===== src/rtl/step_input_conditioner.sv =====
// Pushbutton/switch front end: 2-flop synchronizers, debounce FSM, and one accepted bit per press.
// Optional AUTO_REPEAT_EN: while the button is held, a further step is accepted every REPEAT_CYCLES.
module step_input_conditioner #(
    parameter int DEBOUNCE_CYCLES = 500000,
    parameter int HIST_W          = 8,
    parameter int REPEAT_CYCLES   = 25000000
) (
    input  logic              clk,
    input  logic              rst,
    input  logic              btn_raw,
    input  logic              sw_raw,
    output logic              sig_to_test,
    output logic              step_valid,
    output logic [HIST_W-1:0] history,
    output logic [7:0]        step_count
);
    localparam logic [1:0] IDLE         = 2'd0;
    localparam logic [1:0] PRESS_WAIT   = 2'd1;
    localparam logic [1:0] PRESSED      = 2'd2;
    localparam logic [1:0] RELEASE_WAIT = 2'd3;

    localparam int CNT_W = $clog2(DEBOUNCE_CYCLES);
    localparam logic [CNT_W-1:0] CNT_LAST = CNT_W'(DEBOUNCE_CYCLES - 1);

    if (DEBOUNCE_CYCLES < 2 || HIST_W < 2 || REPEAT_CYCLES < 2) begin : g_bad_param
        $error("step_input_conditioner: DEBOUNCE_CYCLES, HIST_W and REPEAT_CYCLES must be >= 2");
    end

    logic             btn_meta, btn_s;
    logic             sw_meta, sw_s;
    logic [1:0]       state, state_nxt;
    logic [CNT_W-1:0] cnt, cnt_nxt;
    logic             press_accept;
    logic             rep_fire;
    logic             accept;

    always_ff @(posedge clk or posedge rst) begin
        if (rst) begin
            btn_meta <= 1'b0;
            btn_s    <= 1'b0;
            sw_meta  <= 1'b0;
            sw_s     <= 1'b0;
        end else begin
            btn_meta <= btn_raw;
            btn_s    <= btn_meta;
            sw_meta  <= sw_raw;
            sw_s     <= sw_meta;
        end
    end

    always_comb begin
        state_nxt    = state;
        cnt_nxt      = cnt;
        press_accept = 1'b0;
        case (state)
            IDLE: begin
                if (btn_s) begin
                    state_nxt = PRESS_WAIT;
                    cnt_nxt   = '0;
                end
            end
            PRESS_WAIT: begin
                if (!btn_s) begin
                    state_nxt = IDLE;
                end else if (cnt == CNT_LAST) begin
                    state_nxt    = PRESSED;
                    press_accept = 1'b1;
                end else begin
                    cnt_nxt = cnt + 1'b1;
                end
            end
            PRESSED: begin
                if (!btn_s) begin
                    state_nxt = RELEASE_WAIT;
                    cnt_nxt   = '0;
                end
            end
            default: begin
                // A re-close during release debounce returns to PRESSED without a new step.
                if (btn_s) begin
                    state_nxt = PRESSED;
                end else if (cnt == CNT_LAST) begin
                    state_nxt = IDLE;
                end else begin
                    cnt_nxt = cnt + 1'b1;
                end
            end
        endcase
    end

    always_ff @(posedge clk or posedge rst) begin
        if (rst) begin
            state <= IDLE;
            cnt   <= '0;
        end else begin
            state <= state_nxt;
            cnt   <= cnt_nxt;
        end
    end

`ifdef AUTO_REPEAT_EN
    localparam int REP_W = $clog2(REPEAT_CYCLES);
    localparam logic [REP_W-1:0] REP_LAST = REP_W'(REPEAT_CYCLES - 1);
    logic [REP_W-1:0] rep_cnt;

    assign rep_fire = (state == PRESSED) && btn_s && (rep_cnt == REP_LAST);

    // Any cycle outside a held PRESSED (entry, exit, or after firing) restarts the period.
    always_ff @(posedge clk or posedge rst) begin
        if (rst)
            rep_cnt <= '0;
        else if (state == PRESSED && btn_s && !rep_fire)
            rep_cnt <= rep_cnt + 1'b1;
        else
            rep_cnt <= '0;
    end
`else
    assign rep_fire = 1'b0;
`endif

    assign accept = press_accept | rep_fire;

    always_ff @(posedge clk or posedge rst) begin
        if (rst) begin
            sig_to_test <= 1'b0;
            step_valid  <= 1'b0;
            history     <= '0;
            step_count  <= '0;
        end else begin
            step_valid <= accept;
            if (accept) begin
                sig_to_test <= sw_s;
                history     <= {history[HIST_W-2:0], sw_s};
                step_count  <= step_count + 8'd1;
            end
        end
    end
endmodule


===== config.mk =====
export PLATFORM = sky130hd
export DESIGN_NAME = step_input_conditioner
export DESIGN_NICKNAME = d
export VERILOG_FILES = /design/src/rtl/step_input_conditioner.sv
export SDC_FILE = /design/constraint.sdc
export NUM_CORES = 1
export LEC_CHECK = 0
export ABC_AREA = 0
export ABC_CLOCK_PERIOD_IN_PS = 2200
export CORE_MARGIN = 3
export CORE_UTILIZATION = 51
export DETAILED_ROUTE_END_ITERATION = 10
export GPL_TIMING_DRIVEN = 0
export PLACE_DENSITY = 0.86
export REMOVE_ABC_BUFFERS = 1
export SYNTH_ARGS = -nofsm -noshare
export SYNTH_HDL_FRONTEND = slang
export SYNTH_SLANG_ARGS = --single-unit

===== constraint.sdc =====
create_clock -name clk -period 2.2 [get_ports clk]
set_input_delay 0.33 -clock clk [delete_from_list [all_inputs] [get_ports clk]]
set_output_delay 0.33 -clock clk [all_outputs]
set_load 0.01 [all_outputs]

* Word-level counts from Yosys, hierarchy flattened
Index checks and enable logic that the tools add are counted.
Word-level totals: flip-flop bits (word level) 43, input bits 4, output and inout port bits 18, word-level logic and storage cells 40
Cells by class: $add $sub $neg 2, equality and inequality tests 8, muxes and demuxes 16, reductions and logical operators 4
Operators with widths (number):
- $mux 19 | 5
- $pmux 19 s3 | 1
- $add 19x1->19 const B | 1
- $eq 19x19->1 const B | 1
- $mux 2 | 6
- $add 8x1->8 const B | 1
- $reduce_and 4->1 | 2
- $ne 2x2->1 const B | 3
- $pmux 2 s3 | 1
- $reduce_bool 4->1 | 1
- $mux 1 | 3
- $ne 3x1->1 const B | 1
- $ne 3x3->1 const B | 1
- $eq 2x1->1 const B | 1
- $eq 2x2->1 const B | 1
- $logic_not 2->1 | 1

* Depth between registers and ports, before layout
depth in word-level cells 4, mapped depth 8, mapped depth without buffers 6

* Least setup slack after synthesis
No wires, ideal clock.
path type register -> register, start register cnt[5], end register history[0], setup time 0.125 ns, data arrival time 2.313 ns, required time 2.075 ns, slack -0.238 ns, stages on the path, launching flop included 6, path buffers 1, clock period less this slack 2.438 ns, cell sequence dfrtp_1 or4_1 or4_1 buf_6 nor3_4 mux2_2
Between the ends: longest elaborated chain between the ends 4
Ends and longest elaborated chain:
- start: declaration | line 32 | logic [CNT_W-1:0] cnt, cnt_nxt;
- start signal: assignment | line 97 | cnt <= cnt_nxt;
- $eq 19x19->1 | line 65 | end else if (cnt == CNT_LAST) begin
- $mux 1 | line 65
- $mux 1 | line 63 | if (!btn_s) begin
- $mux 1 | line 55 | case (state)
- end signal: assignment | line 133 | history <= {history[HIST_W-2:0], sw_s};
- end: declaration | line 14 | output logic [HIST_W-1:0] history,
Every way passes these cells. A chain may end at the register's enable or synchronous reset.

* Final worst setup path
start register cnt[9], end register history[4]
The elaborated chain is that of the path after synthesis.

==> impl_metrics.ini <==
[power_and_ir_drop]
leakage_uw = 0.00118
p_switching_uw = 882
seqPwrFrac = 0.386
clkPwrFrac = 0.240
p_int_uw = 1360
peakVddDrop_mv = 0.454
finalPower_uw = 2250
switching_share = 0.393
p_comb_frac = 0.375
p_per_area_nw_per_um2 = 787

[placed_design]
placement.cell_area_um2 = 2500
gp_congestion = 0.933
numPortBuffers = 21
dp_hpwl_um = 3320
place_ws_ps = -598

[worst_hold_path]
worstHoldStart = btn_meta
min_to = btn_s
hold_class = reg2reg
hold_depth = 0

[setup_path]
end_kind = flip-flop
r2r_end = history[4]
crit_family = simple AND/OR/NAND/NOR gates
crit_path_start_kind = flip-flop
required_ps = 2400
slowest_delay_ps = 550
path_cells = or4b_4, or4_4, nor3_4, buf_6, mux2_4
cpMaxStageDelayCell = or4b_4
arrival_ps = 2480
reg2reg_depth = 5
regToRegSetupSlack_ps = -80
crit_path_max_fanout = 5
cp_num_buf_inv = 1
crit_type = reg2reg
r2r-start = cnt[9]

[timing]
period_needed_ps = 2280
tightest_slew_ps = 878
hold_violations = 0
post-route-period-util = 1.03
relSlewSlack = 0.414
fin_skew_ps = 10.4
setup_viol = 11
fmax_mhz = 439
rsz0062_at_grt = true
slew_viol_final = 0
fin_ws_ps = -76.2

[clocking]
root_buffer = clkbuf_8
numClockSinks = 42
numCtsBuffers = 5
clk_path_buf_depth = 2
cts_max_level = 2
clk_latency_ps = 320
cts_tree = yes
path_clk_slew_ps = 90

[route]
num_vias = 2003
first_pass_iters = 4
drc = 0
routed_wirelength_um = 5750
final_antenna_net_count = 0
routed_via_density = 6.57
drt_iter0_markers = 259
wl_per_cell_um = 18.9

[synthesis]
syn_inst = 220
synth_top_area_cell = dfrtp_1
synth_warnings = 0
synth_cell_types = 46
synth_top_area_share = 0.465
async_reset_ff_frac = 1.00
ys_seq_elements = 42
synth.area.top_cells = dfrtp_1, mux2_2, mux2i_1, nand2_1, or4_1
ys.flop_type = dfrtp_1
synth_edf_count = 0
synth_area_per_cell_um2 = 10.3
yosysSeqAreaShare = 0.465
syn_area_um2 = 2260

[die]
io-pin-count = 22
dieArea_um2 = 5270
die_h_um = 72.6
initial_core_util = 0.546
row_count = 23
coreArea_um2 = 4140
die-width_um = 72.6

[finish]
fin_area_um2 = 2850
multi_input_area_um2 = 1270
seq_area_um2 = 1060
post-route-util = 0.688
fin_nets = 263
drive_gt1_frac = 0.247
area_growth_pct = 26.1
fillers = 283
antenna_cells = 0

[outcome]
violations = setup timing
status = complete, but fails checks

[global_route]
grt_pass1_vias = 1834
grt_max_degree = 43
gr-total-overflow = 0
grt_use_total = 0.219
grt_pass1_wl_um = 8940
antenna_found_initial = 0

[job]
cap_violations = 0
==> worst max-delay path by stage <==
stage / endpoint / from / slack, ps / depth (start not counted)
final: history[4] / cnt[9] / -80 / 5
after global routing: history[4] / cnt[9] / -90 / 5
after CTS: history[4] / cnt[9] / -30 / 5
after detailed placement: history[3] / cnt[5] / -600 / 4
after global placement: cnt[0] / cnt[5] / -1730 / 4
after floorplan: cnt[0] / cnt[5] / -890 / 4
==> power groups by stage <==
stage	logic [uW]	registers, uW	clock network [uW]
2_1_floorplan	491	875	0
3_3_place_gp	608	886	0
3_5_place_dp	638	888	0
4_1_cts	693	866	536
5_1_grt	904	869	556
6_report	842	866	538
==> cells by family after synthesis <==
group	synth area share
mux	0.0902
compound gates	0.123
flops	0.465
fa+ha+maj	0.0277
buf+inv	0.0354
simple gates	0.232
xor+xnor	0.0271
==> flip-flops by register name, indices dropped and copies added, names as in the netlist, named ones only <==
register / count
step_count: 8
state: 1
sw_s: 1
step_valid: 1
cnt: 19
sw_meta: 1
btn_meta: 1
history: 8
btn_s: 1
==> cell type report <==
| class | instances | area share |
|---|---|---|
| timing repair buffer | 37 | 0.121 |
| multi-input combinational | 161 | 0.446 |
| inverter | 7 | 0.00921 |
| clock inverter | 3 | 0.00746 |
| sequential | 42 | 0.370 |
| clock buffer | 5 | 0.0241 |
| tap | 50 | 0.0219 |
==> cells in the mapped netlist, types with 2 or more instances <==
cell,instances
a211oi_1,8
dfrtp_1,42
or4_1,10
a21oi_1,12
nor4_1,6
nand3_1,10
xor2_1,4
o31ai_1,8
or2_2,2
or3_1,5
nand2_1,20
nor3_1,6
and3_1,2
inv_1,7
o21ai_0,3
xnor2_1,3
nor2_1,6
nand4_1,5
nor4b_1,2
and4_1,3
mux2_2,11
mux2i_1,8
clkbuf_1,8
a21o_1,2
ha_1,5
and4_2,2
==> placed cells by master, fill, tap and decap left out, types with 2 or more instances in the layout <==
cell type and n:
and4_2 2, nor2_1 5, o31ai_1 8, xor2_1 4, a211oi_1 8, and3_1 2, nand3_1 10, nor3_1 5
buf_6 4, a21oi_1 11, nand2_1 20, o21ai_0 3, ha_2 2, mux2i_1 8, nand4_1 5, dfrtp_2 4
clkdlybuf4s50_1 21, and4_1 3, mux2_4 9, or3_1 5, or4_1 8, buf_4 12, or4_4 2, inv_1 6
mux2_2 2, nor4_1 5, clkbuf_8 5, xnor2_1 3, nor4b_1 2, ha_4 2, dfrtp_1 38
==> per-stage QoR <==
step	setup TNS [ps]	hold WS (ps)	instances
floorplan	-13570	331	209
global placement	-29250	332	280
detailed placement	-10840	337	281
CTS	-214	357	300
global route	-928	359	305
finish	-641	357	305
==> metal layers <==
layer / wire length (um) / vias to the layer above / track usage
li1: - / 908 / -
met1: 2380 / 977 / 0.291
met2: 2800 / 100 / 0.340
met3: 405 / 18 / 0.0551
met4: 169 / 0 / 0.0963
met5: 0 / - / 0
==> repair_timing <==
action | CTS | global route
hold buffers | 0 | 0
buffers inserted | 11 | 4
pin swaps | 4 | 2
gates cloned | 0 | 1
resized for setup | 26 | 10
setup endpoints to repair | 36 | 33
==> worst reg2reg max path, stage by stage, from the launching register on <==
cell and delay [ps]:
dfrtp_2 410, or4b_4 550, or4_4 540, nor3_4 190, buf_6 170, mux2_4 310
Power figures use the tool's default switching activity.
